## src/rtl/display_scan_driver.sv

```systemverilog
// rtl/display_scan_driver.sv - 6-digit multiplexed 7-segment driver for clock/stopwatch time fields
// Ports: Clock_5K/Reset (synchronous, active-high); Control picks clock (1) or
// stopwatch (0) layout; Hours/Mins/Secs/MSecs/AM_PM/Alarm are the live time
// inputs; Seg/Dp/DigitEn drive the display (all registered, active-high);
// FrameStart pulses on the guard cycle of digit 5.
module display_scan_driver #(
    parameter int SCAN_DIV  = 5,
    parameter int BLINK_DIV = 2500
) (
    input  logic       Clock_5K,
    input  logic       Reset,
    input  logic       Control,
    input  logic [3:0] Hours,
    input  logic [5:0] Mins,
    input  logic [5:0] Secs,
    input  logic [9:0] MSecs,
    input  logic       AM_PM,
    input  logic       Alarm,
    output logic [6:0] Seg,
    output logic       Dp,
    output logic [5:0] DigitEn,
    output logic       FrameStart
);
    localparam int SW = (SCAN_DIV > 2) ? $clog2(SCAN_DIV) : 1;
    localparam int BW = (BLINK_DIV > 2) ? $clog2(BLINK_DIV) : 1;
    localparam logic [SW-1:0] SLOT_LAST  = SW'(SCAN_DIV - 1);
    localparam logic [BW-1:0] BLINK_LAST = BW'(BLINK_DIV - 1);

    typedef enum logic {S_GUARD, S_DRIVE} state_t;

    state_t        state_q, state_d;
    logic [SW-1:0] slot_q, slot_d;
    logic [2:0]    idx_q, idx_d;
    logic          run_q, run_d;
    logic          frame_start;

    logic [BW-1:0] blink_cnt_q, blink_cnt_d;
    logic          phase_q, phase_d;
    logic          alarm_prev_q, alarm_prev_d;

    logic          snap_ctl_q, snap_ctl_d;
    logic [3:0]    snap_hours_q, snap_hours_d;
    logic [5:0]    snap_mins_q, snap_mins_d;
    logic [5:0]    snap_secs_q, snap_secs_d;
    logic [9:0]    snap_msecs_q, snap_msecs_d;
    logic          snap_ampm_q, snap_ampm_d;
    logic          snap_alarm_q, snap_alarm_d;
    logic          snap_phase_q, snap_phase_d;

    logic [6:0]    seg_q, seg_d;
    logic          dp_q, dp_d;
    logic [5:0]    digit_en_q, digit_en_d;
    logic          frame_start_q, frame_start_d;

    logic [6:0]    pair_v;
    logic          pair_ok;
    logic [6:0]    cc_v;
    logic [3:0]    tens, units;
    logic [6:0]    seg_pat;
    logic          dp_pat;

    function automatic logic [6:0] seg7(input logic [3:0] d);
        case (d)
            4'd0:    seg7 = 7'h3F;
            4'd1:    seg7 = 7'h06;
            4'd2:    seg7 = 7'h5B;
            4'd3:    seg7 = 7'h4F;
            4'd4:    seg7 = 7'h66;
            4'd5:    seg7 = 7'h6D;
            4'd6:    seg7 = 7'h7D;
            4'd7:    seg7 = 7'h07;
            4'd8:    seg7 = 7'h7F;
            4'd9:    seg7 = 7'h6F;
            default: seg7 = 7'h00;
        endcase
    endfunction

    // Scan sequencing. run_q is clear only straight after reset, so the first
    // live cycle re-enters the digit-5 guard slot as a frame start.
    always_comb begin
        state_d     = state_q;
        slot_d      = slot_q;
        idx_d       = idx_q;
        run_d       = 1'b1;
        frame_start = 1'b0;
        if (!run_q) begin
            state_d     = S_GUARD;
            slot_d      = '0;
            idx_d       = 3'd5;
            frame_start = 1'b1;
        end else begin
            case (state_q)
                S_GUARD: begin
                    state_d = S_DRIVE;
                    slot_d  = slot_q + 1'b1;
                end
                default: begin
                    if (slot_q == SLOT_LAST) begin
                        state_d = S_GUARD;
                        slot_d  = '0;
                        if (idx_q == 3'd0) begin
                            idx_d       = 3'd5;
                            frame_start = 1'b1;
                        end else begin
                            idx_d = idx_q - 3'd1;
                        end
                    end else begin
                        slot_d = slot_q + 1'b1;
                    end
                end
            endcase
        end
    end

    // Blink timebase; a fresh alarm restarts it in the visible phase.
    always_comb begin
        alarm_prev_d = Alarm;
        blink_cnt_d  = blink_cnt_q + 1'b1;
        phase_d      = phase_q;
        if (Alarm && !alarm_prev_q) begin
            blink_cnt_d = '0;
            phase_d     = 1'b1;
        end else if (blink_cnt_q == BLINK_LAST) begin
            blink_cnt_d = '0;
            phase_d     = ~phase_q;
        end
    end

    // Whole-frame snapshot taken on the same edge that raises FrameStart.
    always_comb begin
        snap_ctl_d   = frame_start ? Control : snap_ctl_q;
        snap_hours_d = frame_start ? Hours   : snap_hours_q;
        snap_mins_d  = frame_start ? Mins    : snap_mins_q;
        snap_secs_d  = frame_start ? Secs    : snap_secs_q;
        snap_msecs_d = frame_start ? MSecs   : snap_msecs_q;
        snap_ampm_d  = frame_start ? AM_PM   : snap_ampm_q;
        snap_alarm_d = frame_start ? Alarm   : snap_alarm_q;
        snap_phase_d = frame_start ? phase_q : snap_phase_q;
    end

    // Digit decode for the slot being entered. Odd indices carry tens,
    // even indices carry units; idx[2:1] selects the field pair.
    always_comb begin
        cc_v    = 7'(snap_msecs_q / 10'd10);
        pair_v  = {1'b0, snap_secs_q};
        pair_ok = (snap_secs_q <= 6'd59);
        if (snap_ctl_q) begin
            if (idx_d[2:1] == 2'd2) begin
                pair_v  = {3'b000, snap_hours_q};
                pair_ok = (snap_hours_q != 4'd0) && (snap_hours_q <= 4'd12);
            end else if (idx_d[2:1] == 2'd1) begin
                pair_v  = {1'b0, snap_mins_q};
                pair_ok = (snap_mins_q <= 6'd59);
            end
        end else begin
            if (idx_d[2:1] == 2'd2) begin
                pair_v  = {1'b0, snap_mins_q};
                pair_ok = (snap_mins_q <= 6'd59);
            end else if (idx_d[2:1] == 2'd1) begin
                pair_v  = {1'b0, snap_secs_q};
                pair_ok = (snap_secs_q <= 6'd59);
            end else begin
                pair_v  = cc_v;
                pair_ok = (snap_msecs_q <= 10'd999);
            end
        end
        tens  = 4'(pair_v / 7'd10);
        units = 4'(pair_v % 7'd10);
        if (!pair_ok) begin
            seg_pat = 7'h40;
        end else if (idx_d[0]) begin
            // Leading hours zero is blanked in clock mode only.
            seg_pat = (snap_ctl_q && idx_d == 3'd5 && tens == 4'd0) ? 7'h00 : seg7(tens);
        end else begin
            seg_pat = seg7(units);
        end
        dp_pat = (idx_d == 3'd4) || (idx_d == 3'd2) ||
                 ((idx_d == 3'd0) && snap_ctl_q && snap_ampm_q);
    end

    always_comb begin
        seg_d         = '0;
        dp_d          = 1'b0;
        digit_en_d    = '0;
        frame_start_d = frame_start;
        if (state_d == S_DRIVE) begin
            digit_en_d = 6'b000001 << idx_d;
            if (!(snap_alarm_q && !snap_phase_q)) begin
                seg_d = seg_pat;
                dp_d  = dp_pat;
            end
        end
    end

    always_ff @(posedge Clock_5K) begin
        if (Reset) begin
            state_q       <= S_GUARD;
            slot_q        <= '0;
            idx_q         <= 3'd5;
            run_q         <= 1'b0;
            blink_cnt_q   <= '0;
            phase_q       <= 1'b1;
            alarm_prev_q  <= 1'b0;
            snap_ctl_q    <= 1'b0;
            snap_hours_q  <= '0;
            snap_mins_q   <= '0;
            snap_secs_q   <= '0;
            snap_msecs_q  <= '0;
            snap_ampm_q   <= 1'b0;
            snap_alarm_q  <= 1'b0;
            snap_phase_q  <= 1'b0;
            seg_q         <= '0;
            dp_q          <= 1'b0;
            digit_en_q    <= '0;
            frame_start_q <= 1'b0;
        end else begin
            state_q       <= state_d;
            slot_q        <= slot_d;
            idx_q         <= idx_d;
            run_q         <= run_d;
            blink_cnt_q   <= blink_cnt_d;
            phase_q       <= phase_d;
            alarm_prev_q  <= alarm_prev_d;
            snap_ctl_q    <= snap_ctl_d;
            snap_hours_q  <= snap_hours_d;
            snap_mins_q   <= snap_mins_d;
            snap_secs_q   <= snap_secs_d;
            snap_msecs_q  <= snap_msecs_d;
            snap_ampm_q   <= snap_ampm_d;
            snap_alarm_q  <= snap_alarm_d;
            snap_phase_q  <= snap_phase_d;
            seg_q         <= seg_d;
            dp_q          <= dp_d;
            digit_en_q    <= digit_en_d;
            frame_start_q <= frame_start_d;
        end
    end

    assign Seg        = seg_q;
    assign Dp         = dp_q;
    assign DigitEn    = digit_en_q;
    assign FrameStart = frame_start_q;
endmodule

```

## config.mk

```make
export PLATFORM = sky130hd
export DESIGN_NAME = display_scan_driver
export DESIGN_NICKNAME = d
export VERILOG_FILES = /design/src/rtl/display_scan_driver.sv
export SDC_FILE = /design/constraint.sdc
export NUM_CORES = 1
export LEC_CHECK = 0
export CAP_MARGIN = 10
export CORE_ASPECT_RATIO = 0.8
export CORE_MARGIN = 10
export CORE_UTILIZATION = 50
export DETAILED_ROUTE_END_ITERATION = 8
export PLACE_DENSITY = 0.8
export SLEW_MARGIN = 20
export SYNTH_ARGS = -nofsm -noshare
export SYNTH_HDL_FRONTEND = slang
export SYNTH_SLANG_ARGS = --single-unit
```

## constraint.sdc

```tcl
create_clock -name Clock_5K -period 5.6 [get_ports Clock_5K]
set_input_delay 1.4 -clock Clock_5K [delete_from_list [all_inputs] [get_ports Clock_5K]]
set_output_delay 1.4 -clock Clock_5K [all_outputs]
set_load 0.01 [all_outputs]
```

# Yosys cells after proc, flatten, opt, wreduce, memory -nomap -nowiden
# Memories as Yosys holds them, arrays and structs flattened.
# Index checks and enable logic that the tools add are counted.
# W data, S select, Z words.
# totals
register_bits	67
latchBits	0
mem_bits_rw	0
romBits	224
in_bits	31
out_inout_bits	15
word_cells	92
mem_count	2
# op_classes
add_sub_neg	3
n_mul	0
div	3
order_cmp	4
n_eq_ne	7
shift	1
muxes	27
n_bitwise	4
reduce_logical	21
# mem_list
memory	depth	width	rd	rd_ports_with_merged_regs	write_ports	line	source
(name not given)	16	7	1	0	0	63	case (d)
(name not given)	16	7	1	0	0	63	
# ops
op	count
$mux W7	6
$mux W3	6
$mux W1	13
$add A12 B1 Y12 const B	1
$eq A12 B12 Y1 const B	1
$le A6 B6 Y1 const B	2
$mux W6	2
$div A10 B4 Y10 const B	1
$le A10 B10 Y1 const B	1
$eq A3 B3 Y1 const B	3
$div A7 B4 Y7 const B	1
$logic_and A1 B1 Y1	7
$mod A7 B4 Y7 const B	1
$logic_not A3 Y1	2
$reduce_or A2 Y1	3
$reduce_or A3 Y1	2
$shl A1 B3 Y6 const A	1
$le A4 B4 Y1 const B	1
$logic_not A4 Y1	1
$not A1 Y1	4
$reduce_bool A4 Y1	1
$reduce_or A4 Y1	1
$add A3 B1 Y3 const B	1
$eq A3 B2 Y1 const B	1
5 further kinds	7

# Depth between registers and ports, before layout
# logic_depth
word_depth	15
ltp_mapped	26
ltp_nobuf	23

# Worst setup path before layout
# No wires, ideal clock.
# synth_timing
path_type	flip-flop to flip-flop
from	reg idx_q[2]
to	reg seg_q[0] (netlist: Seg[0])
setup_time_ps	124
arrival_time_ps	4707
t_required_ps	5476
setup_slack_ps	769
path_stages_with_launch	25
n_path_buf	1
synth_period_minus_slack_ps	4831
path_cell_list	dfxtp_1 > inv_1 > ha_1 > and2_1 > mux2_4 > nand2_1 > buf_4 > o211ai_2 > o2bb2ai_1 > o21ai_1 > a32o_1 > a32oi_2 > ha_1 > a2111oi_0 > a41oi_1 > o211a_2 > nand2_4 > inv_2 > ha_1 > nand2_1 > o21ai_0 > a31oi_1 > o311a_1 > o31ai_1 > a21oi_1
# synth_via
elab_chain_cells	14
elab_cells_between_ends	30
cone_classes	add/sub (1); div (2); eq/ne (3); mux (16); bitwise (1); reduce/logical (5); memory (2)
# synth_lines
element	line	source
from (decl)	33	logic [2:0] idx_q, idx_d;
from (signal assigned)	219	idx_q <= idx_d;
$sub A3 B1 Y3 / $logic_not A3 Y1 (equally long branches)	105, 101	
$mux W3	101	if (idx_q == 3'd0) begin
$mux W3	98	if (slot_q == SLOT_LAST) begin
$mux W3 (*)	92	case (state_q)
$mux W3 (*)	86	if (!run_q) begin
parallel branches: the longest is 9 deep, another holds $div A7 B4 Y7	n/a	
to (signal assigned)	232	seg_q <= seg_d;
to (decl)	50	logic [6:0] seg_q, seg_d;
# Every way passes the cells marked *.
# A chain may end at the register's enable or synchronous reset.

# Worst setup path after layout
# Same ends and word-level chain as after synthesis.

==> metrics.sh <==
STATUS='finished, final reports clean'
SIGNED_AREA_CHANGE_FROM_THE_SYNTHESIZED_NETLIST_TO_THE_FINAL_LAYOUT_PCT=16.6
DRT-WIRELENGTH-PER-CELL_UM=17.3
GLOBALROUTETOTALUTIL_PCT=18.9
REPORT.FINAL.SLEW_VIOL_COUNT=0
LAYOUT-DRIVE-GT1-SHARE_PCT=12.5
PLACE.GP.CONGESTION=0.896
CTS_ROOT_BUFFER='clkbuf_16'
SYN-CELL-AREA_UM2=4990
WORST_PATH_LARGEST_CELL_DELAY_NS=0.43
CP.REQUIRED_NS=5.81
GRT_PASS1_VIAS=4767
PATH_COMMON_CELL='ha_1'
TRITONCTS.NUM_BUFFERS=9
YS_DOMINANT_REG_CELL='dfxtp_1'
IRDROPWORSTVDD_mV=0.185
YS_ASYNC_SR_FRACTION_PCT=0
CTS_TREE='done'
SETUP_VIOL=0
FINALCLOCKSKEW_NS=0.00733
LEAKAGE_DISSIPATION_uW=0.00215
YOSYS.CELL_COUNT.TOP_TYPE='nand2_1'
DP.FINAL_HPWL_UM=10300
SYNTH_FP_NETS=698
FILLERINSTANCES=861
CTS_HOLD_REPAIR.BUFFERS=0
GRT_START_MAX_NET_PINS=33
DRTITER0DRC=619
HOLD_PATH.CLASS='reg -> reg'
CLOCK_SINKS=66
FINAL_NET_COUNT=728
MAX_CAP_VIOLATIONS=0
CTS.CLK_SLEW.WORST_PATHS_NS=0.06
CLKLATENCYLATEPIN_NS=0.33
YOSYSSEQAREASHARE_PCT=26.5
GRT_FIRST_PASS_WIRELENGTH_UM=23200
TIMING_HOLD_VIOLATIONS_FINAL=0
SYNTH-ADDER-AREA-SHARE_PCT=3.26
WL_UM=14300
POSTROUTEANTENNANETS=0
CRITPATHMAXFANOUT=9
PERIOD_MINUS_SLACK_NS=5.25
SYNTH.FF_LATCH_COUNT=66
PLACEDINSTANCEAREA_UM2=5500
FIN_CRIT_SH_PCT=93.7
TIMING.SETUP.TNS_NS=0
SYN-INSTANCE-COUNT=654
CORE-AREA_UM2=9690
POST_CTS.REPAIR.SETUP_BUFFERS=0
SYNTH_XOR_XNOR_AREA_SHARE_PCT=3.16
TIMING.CRITICAL_PATH.BUF_INV=3
FINALINSTANCEAREA_UM2=5810
DRT_PRE_ANTENNA_ITERS=5
CTSHTREEMAXLEVEL=3
SYNTH_LARGEST_AREA_CELL='dfxtp_1'
CP_CELL_SEQUENCE='inv_1 -> ha_1 -> and2_1 -> mux2_4 -> nand2_1 -> o221ai_1 -> o22ai_1 -> o21ai_1 -> a32o_1 -> a32oi_2 -> ha_1 -> a2111oi_0 -> a41oi_1 -> o211a_2 -> nand2_4 -> inv_2 -> ha_1 -> nand2_1 -> o21ai_0 -> buf_4 -> a31oi_1 -> o311a_1 -> o31ai_1 -> a21oi_1'
WORST_PIN_SLEW_NS=1.08
SYNTH_TOP_CELL_AREA_SHARE_PCT=26.5
POWER.DENSITY_nW_PER_UM2=248
VIAS_PER_CELL=6.26
SYNTH.MUX.AREA_FRACTION_PCT=2.96
DESIGN.PORTCOUNT=46
SYNTH_SIMPLE_GATE_AREA_SHARE_PCT=29.0
CTS.REPAIR.RESIZED=0
MAXIMUM_OPERATING_FREQUENCY_GHz=0.190
ELEMENT_TYPE_AT_THE_CRITICAL_PATH_END='register'
COMPOUND_CELL_AREA_SHARE_OF_THE_YOSYS_NETLIST_PCT=29.1
CP_TOP_FAMILY='compound AO/OA/AOI/OAI gates'
SYNTH_CELL_COUNT_LEADERS='nand2_1 (102), dfxtp_1 (66), a21oi_1 (61)'
SYNTH_TOP_FAMILY_BY_AREA='compound AO/OA/AOI/OAI gates'
CP_SLOWEST_CELL='dfxtp_1'
LAYOUT.AREA.SEQ_UM2=1320
SYNTH.DISTINCT_CELLS=97
DRT_DRC_VIOLATIONS_LEFT=0
SLEW_HEADROOM_PCT=28.0
SYN_AVG_CELL_AREA_UM2=7.62
N_ANTENNA_CELL=0
ROUTE.VIAS.TOTAL=5165
DIE_X_UM=132
TIMING.CRITICAL_PATH.ARRIVAL_NS=5.46
NUMBER_OF_STANDARD_CELL_ROWS_IN_THE_FLOORPLAN=32
SYNTH_WARN=0
GRT_OVERFLOW=0
GRT_SETUP_UNREPAIRED='no'
FOOTPRINT_OF_THE_MULTI_INPUT_GATES_UM2=3370
GRT_ANTENNA_BEFORE_REPAIR=0
CTS_BUFFER_DEPTH=2
SETUP.WORST_PATH.START_CLASS='register'
BUFFER_PORTS.INSERTED=44
WORSTSETUPPATHTYPE='reg -> reg'
STARTING_DENSITY_PCT=51.5
SYNTH.TOP_CELLS.BY_AREA='dfxtp_1 (26%), nand2_1 (7.7%), a21oi_1 (6.1%)'
NUMBER_OF_ENABLE_FLIP_FLOP_CELLS_AFTER_SYNTHESIS=0
DESIGN.DIE.AREA_UM2=14400
FP.DIEH_UM=109
[where the power goes]
part,switching (uW),total (uW),internal [uW]
clock,217,566,349
combinational,205,358,153
sequential,27.8,518,490
[final timing paths]
kind	start	endpoint	slack (ns)	depth (start not counted)
setup / recovery	idx_q[2]$_SDFF_PP1_	Seg[0]$_SDFF_PP0_	0.35	24
setup reg to reg	idx_q[2]$_SDFF_PP1_	Seg[0]$_SDFF_PP0_	0.35	24
hold / removal	slot_q[0]$_SDFF_PP0_	slot_q[0]$_SDFF_PP0_	0.45	1
hold reg to reg	slot_q[0]$_SDFF_PP0_	slot_q[0]$_SDFF_PP0_	0.45	1
[cell usage in the layout, fill, tap and decap left out, types with 5 or more instances in the layout]
cell | synthesis | routed
dfxtp_1 | 66 | 66
o211ai_1 | 10 | 10
nor2b_1 | 8 | 8
clkbuf_16 | 0 | 9
o21ai_0 | 27 | 26
nor3_1 | 9 | 9
a31oi_1 | 11 | 11
buf_4 | 7 | 16
nand3_1 | 26 | 26
nand2b_1 | 5 | 5
nand2_1 | 102 | 102
and3_1 | 8 | 8
mux2i_1 | 5 | 5
clkdlybuf4s50_1 | 0 | 44
xor2_1 | 9 | 9
o22ai_1 | 8 | 8
or2_2 | 5 | 5
nor2_1 | 57 | 57
xnor2_1 | 9 | 9
a211oi_1 | 5 | 5
a221oi_1 | 7 | 7
a21oi_1 | 61 | 61
inv_1 | 22 | 22
nand4_1 | 8 | 8
ha_1 | 13 | 13
and2_1 | 7 | 7
[state kept, by name, summed over array words and instances, names as in the netlist]
name and cells:
DigitEn 6, Dp 1, FrameStart 1, Seg 7, alarm_prev_q 1, blink_cnt_q 12, idx_q 3, phase_q 1
run_q 1, slot_q 3, snap_alarm_q 1, snap_ampm_q 1, snap_ctl_q 1, snap_hours_q 4, snap_mins_q 6, snap_msecs_q 9
snap_phase_q 1, snap_secs_q 6, state_q 1
[per-stage QoR]
| stage | utilization, % | hold slack, ns | power (uW) | worst slack (ns) | std cells |
|---|---|---|---|---|---|
| after global placement | 56.8 | 0.433 | 859 | 0.404 | 809 |
| after CTS | 59.9 | 0.452 | 1440 | 0.223 | 825 |
| after floorplan | - | 0.417 | 772 | 0.769 | 654 |
| after detailed placement | 56.8 | 0.438 | 873 | 0.236 | 809 |
| final | 60.0 | 0.445 | 1440 | 0.351 | 825 |
| after global routing | 60.0 | 0.469 | 1500 | 0.000437 | 825 |
[per-layer routing]
metal / wire (um) / vias to the layer above / GRT usage (%)
li1: - / 2450 / -
met1: 6400 / 2436 / 25.2
met2: 6670 / 260 / 31.2
met3: 1100 / 19 / 3.28
met4: 131 / 0 / 4.83
met5: 0 / - / 0
[logic make-up after synthesis]
kind of cell | Yosys count
compound gates | 202
xor+xnor | 18
fa+ha+maj | 13
buf+inv | 64
flops | 66
mux | 12
simple gates | 279
[cell type report]
| type | count | area share (%) |
|---|---|---|
| clock inverters | 7 | 1.33 |
| flip-flops and latches | 66 | 22.7 |
| multi-input cells | 524 | 58.0 |
| inverters | 23 | 1.49 |
| clock buffers | 9 | 3.87 |
| well taps | 136 | 2.93 |
| repair buffers | 60 | 9.64 |
[worst reg2reg max path, delay by kind of cell, from the launching register on]
family	cells	cell delay [ns]
compound gates	13	2.63
fa+ha+maj	3	0.76
buf+inv	3	0.35
flops	1	0.43
mux	1	0.32
simple gates	4	0.65
Note: power is estimated with default switching activity, not from simulation.
